File: src/rtl/fetch_stage.sv
// ---------------------------------------------------------------------------
// fetch_stage
//
// Instruction-fetch stage of the five-stage RISC-V pipeline. The stage owns
// the program counter. It issues one instruction-memory request at a time
// and loads the IF/ID pipeline register that feeds decode.
//
// It also follows two control inputs:
//   - A load-use stall from the hazard controller freezes IF/ID. A response
//     that arrives during the stall is parked in a one-entry hold buffer, so
//     no instruction is lost.
//   - An EX-stage redirect flushes IF/ID to a bubble, moves the PC to the
//     target, and squashes any fetch that is still in flight.
//
// Parameters
//   RESET_PC        PC loaded on reset (word aligned)
//   NOP_INST        bubble instruction word (addi x0,x0,0)
//
// Ports
//   clk             rising-edge clock
//   rst             synchronous active-high reset
//   stall_flag      load-use stall; freezes IF/ID
//   redirect_valid  taken branch/jump resolved in EX
//   redirect_pc     redirect target; bits [1:0] are ignored
//   imem_req        fetch request valid
//   imem_addr       fetch address (word aligned)
//   imem_ready      memory accepts the request when imem_req && imem_ready
//   imem_rvalid     response valid, one per accepted request
//   imem_rdata      response instruction word
//   if_inst         IF/ID instruction word
//   if_pc           IF/ID PC (meaningless while if_valid is 0)
//   if_valid        IF/ID holds a real instruction
// ---------------------------------------------------------------------------
module fetch_stage #(
    parameter logic [31:0] RESET_PC = 32'h0000_0000,
    parameter logic [31:0] NOP_INST = 32'h0000_0013
) (
    input  logic        clk,
    input  logic        rst,
    input  logic        stall_flag,
    input  logic        redirect_valid,
    input  logic [31:0] redirect_pc,
    output logic        imem_req,
    output logic [31:0] imem_addr,
    input  logic        imem_ready,
    input  logic        imem_rvalid,
    input  logic [31:0] imem_rdata,
    output logic [31:0] if_inst,
    output logic [31:0] if_pc,
    output logic        if_valid
);

    // ST_REQ     : request for pc is presented to memory
    // ST_WAIT    : request accepted, response owed for pc
    // ST_HOLD    : response captured during a stall, waiting for release
    // ST_DISCARD : response owed but stale (squashed by a redirect)
    typedef enum logic [1:0] {
        ST_REQ     = 2'd0,
        ST_WAIT    = 2'd1,
        ST_HOLD    = 2'd2,
        ST_DISCARD = 2'd3
    } state_t;

    state_t      state;
    state_t      state_next;

    logic [31:0] pc;
    logic [31:0] pc_next;
    logic [31:0] pc_plus4;
    logic [31:0] redirect_target;

    logic [31:0] hold_inst;
    logic [31:0] hold_pc;

    logic        accept;        // request handshake completes this cycle
    logic        deliver;       // an instruction goes into IF/ID this cycle
    logic        capture;       // response is parked in the hold buffer
    logic [31:0] deliver_inst;
    logic [31:0] deliver_pc;

    // Redirect targets are always word aligned; low bits are dropped here
    // so both the PC and the flushed IF/ID see the aligned value.
    assign redirect_target = {redirect_pc[31:2], 2'b00};

    // Natural 32-bit wrap: 32'hFFFF_FFFC + 4 becomes 0.
    assign pc_plus4 = pc + 32'd4;

    assign accept    = imem_req && imem_ready;
    assign imem_addr = pc;

    // -----------------------------------------------------------------------
    // State register
    // -----------------------------------------------------------------------
    // NOTE: clocked state uses non-blocking assignments so every register
    // samples the pre-edge values of the others, independent of block order.
    always_ff @(posedge clk) begin
        if (rst) begin
            state <= ST_REQ;
        end else begin
            state <= state_next;
        end
    end

    // -----------------------------------------------------------------------
    // Next-state logic
    // -----------------------------------------------------------------------
    // NOTE: every combinational output is given a default before the case
    // statement, so no path leaves it unassigned and no latch is inferred.
    always_comb begin
        state_next = state;
        case (state)
            ST_REQ: begin
                // A redirect in the same cycle as acceptance leaves a stale
                // response outstanding. That response must be drained.
                if (accept) begin
                    state_next = redirect_valid ? ST_DISCARD : ST_WAIT;
                end
            end
            ST_WAIT: begin
                if (imem_rvalid) begin
                    if (stall_flag && !redirect_valid) begin
                        state_next = ST_HOLD;
                    end else begin
                        state_next = ST_REQ;
                    end
                end else if (redirect_valid) begin
                    state_next = ST_DISCARD;
                end
            end
            ST_HOLD: begin
                if (redirect_valid || !stall_flag) begin
                    state_next = ST_REQ;
                end
            end
            ST_DISCARD: begin
                if (imem_rvalid) begin
                    state_next = ST_REQ;
                end
            end
            default: begin
                state_next = ST_REQ;
            end
        endcase
    end

    // -----------------------------------------------------------------------
    // Output / datapath-control logic
    // -----------------------------------------------------------------------
    always_comb begin
        imem_req     = 1'b0;
        deliver      = 1'b0;
        capture      = 1'b0;
        deliver_inst = hold_inst;
        deliver_pc   = hold_pc;
        case (state)
            ST_REQ: begin
                // The request is gated by reset, so no request leaves the
                // stage while the memory itself is being reset.
                imem_req = !rst;
            end
            ST_WAIT: begin
                // A response that meets a redirect is simply dropped.
                if (imem_rvalid && !redirect_valid) begin
                    if (stall_flag) begin
                        capture = 1'b1;
                    end else begin
                        deliver      = 1'b1;
                        deliver_inst = imem_rdata;
                        deliver_pc   = pc;
                    end
                end
            end
            ST_HOLD: begin
                if (!stall_flag && !redirect_valid) begin
                    deliver = 1'b1;
                end
            end
            default: begin
                // ST_DISCARD drives nothing; the stale data is ignored.
            end
        endcase
    end

    // -----------------------------------------------------------------------
    // Program counter
    // -----------------------------------------------------------------------
    // The PC keeps the address of the outstanding fetch. It advances only
    // when that fetch's instruction actually enters IF/ID.
    always_comb begin
        pc_next = pc;
        if (redirect_valid) begin
            pc_next = redirect_target;
        end else if (deliver) begin
            pc_next = pc_plus4;
        end
    end

    always_ff @(posedge clk) begin
        if (rst) begin
            pc <= RESET_PC;
        end else begin
            pc <= pc_next;
        end
    end

    // -----------------------------------------------------------------------
    // Hold buffer
    // -----------------------------------------------------------------------
    // NOTE: the hold buffer is a plain data register with no reset. It is
    // only read in ST_HOLD, and that state is entered only through a capture
    // that writes it first.
    always_ff @(posedge clk) begin
        if (capture) begin
            hold_inst <= imem_rdata;
            hold_pc   <= pc;
        end
    end

    // -----------------------------------------------------------------------
    // IF/ID pipeline register
    // -----------------------------------------------------------------------
    // Priority: redirect flush, then stall freeze, then delivery, then bubble.
    // A redirect flushes IF/ID even while the stage is stalled.
    always_ff @(posedge clk) begin
        if (rst) begin
            if_inst  <= NOP_INST;
            if_pc    <= RESET_PC;
            if_valid <= 1'b0;
        end else if (redirect_valid) begin
            if_inst  <= NOP_INST;
            if_pc    <= redirect_target;
            if_valid <= 1'b0;
        end else if (stall_flag) begin
            if_inst  <= if_inst;
            if_pc    <= if_pc;
            if_valid <= if_valid;
        end else if (deliver) begin
            if_inst  <= deliver_inst;
            if_pc    <= deliver_pc;
            if_valid <= 1'b1;
        end else begin
            if_inst  <= NOP_INST;
            if_pc    <= pc;
            if_valid <= 1'b0;
        end
    end

endmodule
File: config.mk
export PLATFORM = sky130hd
export DESIGN_NAME = fetch_stage
export DESIGN_NICKNAME = d
export VERILOG_FILES = /design/src/rtl/fetch_stage.sv
export SDC_FILE = /design/constraint.sdc
export NUM_CORES = 1
export LEC_CHECK = 0
export BUFFER_PORTS_ARGS = -buffer_cell sky130_fd_sc_hd__buf_2
export CORE_UTILIZATION = 45
export CTS_CLUSTER_DIAMETER = 80
export DETAILED_ROUTE_END_ITERATION = 6
export PLACE_DENSITY = 0.69
export SLEW_MARGIN = 20
export SYNTH_ARGS = -nofsm -noshare
export SYNTH_HDL_FRONTEND = slang
export SYNTH_SLANG_ARGS = --single-unit
File: constraint.sdc
create_clock -name clk -period 12.8 [get_ports clk]
set_input_delay 2.56 -clock clk [delete_from_list [all_inputs] [get_ports clk]]
set_output_delay 2.56 -clock clk [all_outputs]
set_load 0.01 [all_outputs]
==> results.cfg, run 1 <==
[run_status]
run_status = finished, final reports clean

[setup_path]
crit_arrival_ns = 3.41
start_kind = input port
cp-end-kind = primary output
critPathMaxFanout = 37
cp.required_ns = 10.24
crit_type = input port to primary output

[clock_tree]
insertion_delay_ns = 0.42
cts_setup_buffers = 0
cts.sink_count = 157
clock_path_buffers = 2
cts_hold_repair.buffers = 0
cts_resized = 0
cts_tree = yes
cts-root-buf = clkbuf_16
htree_levels = 4
clk_pin_slew_worst_paths_ns = 0.06
cts_buffers = 17

[logic_synthesis]
synth_top_area_share_pct = 28.5
yosysMostFrequentCell = dfxtp_1
synthFlopType = dfxtp_1
syn_area_per_cell_um2 = 10.2
synth-seq-cells = 157
synth_edf_count = 62
netlist_area_um2 = 6680
syn_inst = 653
ys_async_sr_fraction_pct = 0
synth.distinct_cells = 52
synthTopCellsByCount = dfxtp_1, nor2_1, edfxtp_1
synth_top_cell_by_area = dfxtp_1
yosys_warnings = 0
netlist_top_cells_area = dfxtp_1, edfxtp_1, mux2i_1, nor2_1, a21oi_1
ys_seq_area_share_pct = 56.4

[drt]
drtAntennaViolNets = 0
dr.pass1.iters = 4
drc = 0
vias_per_cell = 5.51
drtIter0Drc = 364
wl_per_cell_um = 17.0
vias = 5474
wirelength_um = 16900

[power_and_ir_drop]
cellPowerDensity_nw_per_um2 = 155
total_leakage_power_nw = 3.34
ir_drop_v = 0.0000872

[placed_design]
place_area_um2 = 7560
place_congestion = 0.762
post-dp-hpwl_um = 11100
dp_cells = 959
io_buffers = 161

[layout]
fin_nets = 870
area_growth_pct = 22.5
instances_no_fill = 993
layout-drive-gt1-share_pct = 26.1
num-fill-cells = 1301
design_area_um2 = 8180

[floorplan]
fp.dieW_um = 124
die_h_um = 124
dieArea_um2 = 15300
start_util_pct = 46.1
std_cell_rows = 44
io_pins = 168
fp.coreArea_um2 = 14500

[timing]
finalHoldViolCount = 0
rsz0062_at_grt = false
finalSetupTns_ns = 0
slew_viol_final = 0
hold_slack_ns = 0.466
max_freq_ghz = 0.168
finalSetupViolations = 0
fin_crit_sh_pct = 46.6
finClkSkew_ns = 0.00717
min_period_ns = 5.97
slew_headroom_pct = 35.7
worst_slew_pin_slew_ns = 0.963

[grt]
grt_max_degree = 54
grt_antenna_before_repair = 3
globalRouteTotalUtil_pct = 22.6
grt_pass1_vias = 5254
grt_pass1_wl_um = 26300
globalRouteOverflowTotal = 0

[job]
maxCapViolations = 0

[worst_hold_path]
worstHoldPathType = register to register
==> layout by cell type, fill, tap and decap left out, drive strengths merged, types with 5 or more instances in the layout <==
master | netlist | routed
o22ai | 16 | 16
nand2 | 48 | 48
a211oi | 9 | 9
dfxtp | 95 | 95
a31oi | 28 | 28
nor4 | 6 | 6
nor2 | 78 | 78
o21ai | 36 | 36
a22oi | 29 | 29
clkbuf | 28 | 21
ha | 6 | 6
and4 | 5 | 5
xnor2 | 19 | 19
a21oi | 51 | 51
inv | 10 | 12
a21boi | 13 | 13
edfxtp | 62 | 62
nor3 | 13 | 13
nand3 | 9 | 9
buf | 19 | 166
nand4 | 7 | 7
mux2i | 29 | 29
clkinv | 0 | 5
==> report_power, final <==
part	total [mW]	internal, mW	switching (mW)	leakage, nW
registers	0.572	0.549	0.0225	1.34
clock network	0.519	0.321	0.198	0.301
logic	0.175	0.0683	0.107	1.70
==> registers in the layout (all words and copies together) (netlist names) <==
signal / count
imem_addr: 30
if_pc: 30
if_inst: 32
hold_inst: 32
hold_pc: 30
if_valid: 1
state: 2
==> path summary, 6_finish.rpt <==
check / start / end / slack, ns / cells after the start
max reg2reg: state[1] / hold_pc[24] / 10.23 / 5
max: rst / imem_req / 6.83 / 3
min: if_valid / if_valid / 0.47 / 2
min reg2reg: if_valid / if_valid / 0.47 / 2
==> layout make-up <==
class	instances	area (µm²)	share of cell area, %
multi-input combinational	442	2690	32.9
timing repair buffer	166	843	10.3
clock inverter	11	139	1.70
tap	184	230	2.81
antenna	2	5.00	0.0612
inverter	10	37.5	0.459
sequential	157	3760	46.0
clock buffer	21	470	5.75
==> per-layer routing <==
| layer | vias up | routed length, µm | track usage [%] |
|---|---|---|---|
| met4 | 0 | 181 | 7.08 |
| met2 | 171 | 8150 | 37.4 |
| met5 | - | 0 | 0 |
| met3 | 16 | 1280 | 7.78 |
| li1 | 2675 | - | - |
| met1 | 2612 | 7240 | 27.4 |
==> worst max-delay path: stages <==
cell and delay [ns]:
buf_2 0.57, nor2b_1 0.09, buf_2 0.17
==> stage by stage <==
stage | util (%) | worst slack (ns) | power, mW
floorplan | - | 6.49 | 0.695
global placement | 52.2 | 6.82 | 0.749
detailed placement | 52.2 | 6.81 | 0.758
CTS | 56.4 | 6.81 | 1.28
global route | 56.5 | 6.77 | 1.32
finish | 56.5 | 6.83 | 1.27
==> logic make-up (layout without fill, tap and decap cells) <==
kind of cell / count (synthesis) / after routing / synth area share (%)
xor+xnor: 22 / 22 / 2.89
fa+ha+maj: 6 / 6 / 1.12
flops: 157 / 157 / 56.4
buf+inv: 57 / 208 / 3.92
compound gates: 195 / 195 / 18.0
other cells: 1 / 6 / 0.0562
simple gates: 182 / 182 / 12.6
mux: 33 / 33 / 5.02
(Power assumes the default switching activity.)
==> run 2: changes to the inputs <==
Settings changed: PLACE_DENSITY 0.69 to 0.72.
Clock period 12.8 ns to 4.81 ns, I/O delays scaled along.
==> results.cfg, run 2 (synthesis results as in run 1) <==
[timing]
max_freq_ghz = 0.355
finClkSkew_ns = 0.00790
setup_slack_ns = 2.00
finalSetupTns_ns = 0
min_period_ns = 2.81
finalHoldViolCount = 0
fin_crit_sh_pct = 58.5
finalSetupViolations = 0
rsz0062_at_grt = false
worst_slew_pin_slew_ns = 0.870
slew_headroom_pct = 42.0
slew_viol_final = 0

[clock_tree]
cts.sink_count = 157
cts_buffers = 17
insertion_delay_ns = 0.42
cts_hold_repair.buffers = 0
htree_levels = 4
clk_pin_slew_worst_paths_ns = 0.06
cts-root-buf = clkbuf_16
cts_setup_buffers = 0
cts_resized = 0
cts_tree = yes
clock_path_buffers = 2

[setup_path]
path_common_cell = buf_2
crit_chain = buf_2 -> nor2b_1 -> buf_2
cp.buffers_inverters = 2
crit_type = input port to primary output
crit_start = rst
slowest_stage = buf_2
critical-path-top-delay-family = buffers and inverters
critical_path.max_stage_delay_ns = 0.58
cp-end-kind = primary output
r2r_start = state[0]
start_kind = input port
critPathMaxFanout = 37
crit_arrival_ns = 1.85
cp.required_ns = 3.85

[placed_design]
place_worst_setup_slack_ns = 1.58
place_congestion = 0.736
post-dp-hpwl_um = 10700
io_buffers = 161

[power_and_ir_drop]
total_leakage_power_nw = 3.33
totalPowerFinal_mw = 3.25
cellPowerDensity_nw_per_um2 = 398
ir_drop_v = 0.000287

[drt]
wl_per_cell_um = 16.6
vias = 5499
drc = 0
drtAntennaViolNets = 0
wirelength_um = 16600
dr.pass1.iters = 5
drtIter0Drc = 401
vias_per_cell = 5.52

[floorplan]
start_util_pct = 46.1
fp.dieW_um = 124
fp.coreArea_um2 = 14500
die_h_um = 124
io_pins = 168
std_cell_rows = 44
dieArea_um2 = 15300

[grt]
grt_max_degree = 54
grt_antenna_before_repair = 3
grt_pass1_wl_um = 26000
globalRouteTotalUtil_pct = 22.3
grt_pass1_vias = 5166
globalRouteOverflowTotal = 0

[layout]
layout-drive-gt1-share_pct = 26.1
final_common_cell = buf_2
final_cell_mix = buf_2, dfxtp_1, nor2_1, edfxtp_1, a21oi_1
fin_nets = 875
largestRegisters = hold_inst: 32 flops, if_inst: 32 flops
area_growth_pct = 22.1

[worst_hold_path]
worstHoldPathType = register to register
min-delay-start = if_valid

[run_status]
run_status = finished, final reports clean

[job]
maxCapViolations = 0
[run 2: cell count changes in the layout (fill, tap and decap cells not counted), sizes merged]
cell | before | now
buf | 166 | 171
bufinv | 3 | 1
clkinvlp | 1 | 3
clkinv | 5 | 6
diode | 2 | 1
inv | 12 | 11
[run 2: path summary, 6_finish.rpt]
kind	endpoint	slack (ns)	depth (start not counted)
worst max register to register	imem_addr[22]	2.57	8
worst max-delay path	imem_req	2.00	3
worst min-delay path	if_valid	0.46	2
worst min register to register	if_valid	0.46	2
[run 2: where the power goes]
group	total [mW]	leakage (nW)	internal (mW)	switching [mW]
Clock	1.26	0.264	0.734	0.526
Sequential	1.52	1.34	1.46	0.0587
Combinational	0.467	1.72	0.185	0.282
Total	3.25	3.33	2.38	0.866
[run 2: cell type report]
| cell class | instances | area [µm²] |
|---|---|---|
| Fill cell | 1309 | 6320 |
| Sequential cell | 157 | 3760 |
| Multi-Input combinational cell | 442 | 2690 |
| Timing Repair Buffer | 171 | 881 |
| Clock buffer | 21 | 460 |
| Tap cell | 184 | 230 |
| Clock inverter | 11 | 92.6 |
| Inverter | 10 | 37.5 |
| Antenna cell | 1 | 2.50 |
[run 2: worst reg2reg max path: cells and delay by family, from the launching register on]
family	cells	cell delay (ns)
AND/OR/NAND/NOR	3	0.76
buffers and inverters	2	0.35
AO/OA/AOI/OAI	2	0.33
adder cells (fa/ha/maj)	1	0.30
flip-flops	1	0.35
[run 2: layer usage]
layer	vias up	routed length (µm)	GRT usage, %
met3	20	1280	7.55
li1	2688	-	-
met5	-	24	0
met4	4	231	8.51
met1	2604	7430	27.9
met2	183	7610	35.6
[run 2: per-stage QoR]
stage	hold slack, ns	utilization [%]	cell area [µm²]	cells
after floorplan	0.481	-	6690	656
after global routing	0.513	56.3	8150	996
final	0.457	56.3	8150	997
after global placement	0.441	52.5	7600	964
after detailed placement	0.448	52.5	7600	964
after CTS	0.457	56.3	8150	996
==> run 3: changes to the inputs <==
Settings changed: PLACE_DENSITY 0.72 to 0.69.
Clock period 4.81 ns to 2.8 ns, I/O delays scaled along.
==> results.cfg, run 3 (synthesis results as in run 1) <==
[run_status]
run_status = finished, final reports clean

[grt]
grt_antenna_before_repair = 0
grt_pass1_vias = 5294
globalRouteOverflowTotal = 0
grt_max_degree = 54
globalRouteTotalUtil_pct = 23.2
grt_pass1_wl_um = 26800

[layout]
layout-drive-gt1-share_pct = 26.9
area_growth_pct = 23.8
largestRegisters = hold_inst: 32 flops, if_inst: 32 flops
final_cell_mix = buf_2, dfxtp_1, nor2_1, edfxtp_1, a21oi_1
insertedDiodeCount = 0
fin_nets = 884
final_common_cell = buf_2

[timing]
slew_headroom_pct = 60.5
worst_slew_pin_slew_ns = 0.593
fin_crit_sh_pct = 83.2
slew_viol_final = 0
finalSetupTns_ns = 0
finalHoldViolCount = 0
finClkSkew_ns = 0.00664
finalSetupViolations = 0
hold_slack_ns = 0.325
min_period_ns = 2.33
max_freq_ghz = 0.429
rsz0062_at_grt = false

[clock_tree]
cts_setup_buffers = 0
htree_levels = 4
clock_path_buffers = 2
insertion_delay_ns = 0.42
cts.sink_count = 157
cts_resized = 0
cts-root-buf = clkbuf_16
cts_hold_repair.buffers = 0
cts_buffers = 17
cts_tree = yes
clk_pin_slew_worst_paths_ns = 0.06

[setup_path]
reg2reg_slack_ns = 0.47
crit_arrival_ns = 2.66
cp-end-kind = register
start_kind = register
crit_type = register to register
cp.required_ns = 3.13
critPathMaxFanout = 10

[power_and_ir_drop]
totalPowerFinal_mw = 5.76
cellPowerDensity_nw_per_um2 = 696
total_leakage_power_nw = 3.38
ir_drop_v = 0.000378

[job]
maxCapViolations = 0

[drt]
vias_per_cell = 5.62
vias = 5648
drtIter0Drc = 329
drc = 0
wirelength_um = 17300
drtAntennaViolNets = 0
dr.pass1.iters = 5
wl_per_cell_um = 17.2

[placed_design]
post-dp-hpwl_um = 11600
io_buffers = 161
place_congestion = 0.804

[floorplan]
std_cell_rows = 44
fp.dieW_um = 124
io_pins = 168
die_h_um = 124
start_util_pct = 46.1
dieArea_um2 = 15300
fp.coreArea_um2 = 14500

[worst_hold_path]
worstHoldPathType = input port to register
==> run 3: cell types whose count changed in the layout (fill, tap and decap cells not counted), moves of 2 or more <==
cell        delta
clkinv_2       -2
clkinv_1       -2
clkinvlp_4     +3
bufinv_16      +2
buf_4          +8
clkbuf_1       +2
==> run 3: path summary, 6_finish.rpt <==
kind,start,depth (start not counted),end
setup / recovery,state[0],8,imem_addr[28]
setup reg to reg,state[0],8,imem_addr[28]
hold / removal,imem_rdata[25],1,hold_inst[25]
hold reg to reg,if_valid,2,if_valid
==> run 3: where the power goes <==
group,internal [mW],switching (mW),total [mW]
sequential,2.51,0.103,2.61
clock,1.42,0.890,2.31
combinational,0.332,0.497,0.829
==> run 3: critical path: stages, from the launching register on <==
cell      delay, ns
dfxtp_1        0.38
inv_1          0.12
ha_1           0.31
nor2b_1        0.18
and2_1         0.24
nor2_1         0.46
buf_4          0.27
a21boi_0       0.11
o22ai_1        0.17
==> run 3: cell type report <==
cell class / count / area, µm²
clock inverter: 10 / 140
fill: 1237 / 6210
sequential: 157 / 3760
clock buffer: 22 / 454
inverter: 10 / 37.5
timing repair buffer: 180 / 961
multi-input combinational: 442 / 2680
tap: 184 / 230
==> run 3: per-stage QoR <==
step / worst slack [ns] / utilization (%) / area [µm²] / instances
final: 0.471 / 57.1 / 8260 / 1005
after global routing: 0.334 / 57.1 / 8260 / 1005
after CTS: 0.487 / 57.1 / 8260 / 1005
after detailed placement: 0.501 / 53.0 / 7670 / 973
after global placement: 0.547 / 53.0 / 7670 / 973
after floorplan: 0.233 / - / 6700 / 656
==> run 3: layer usage <==
layer  routed length (µm)  vias to the layer above  GRT usage [%]
li1                     -                     2700              -
met1                 7240                     2718           28.1
met2                 8340                      204           38.4
met3                 1330                       26           6.46
met4                  352                        0           9.94
met5                    0                        -              0
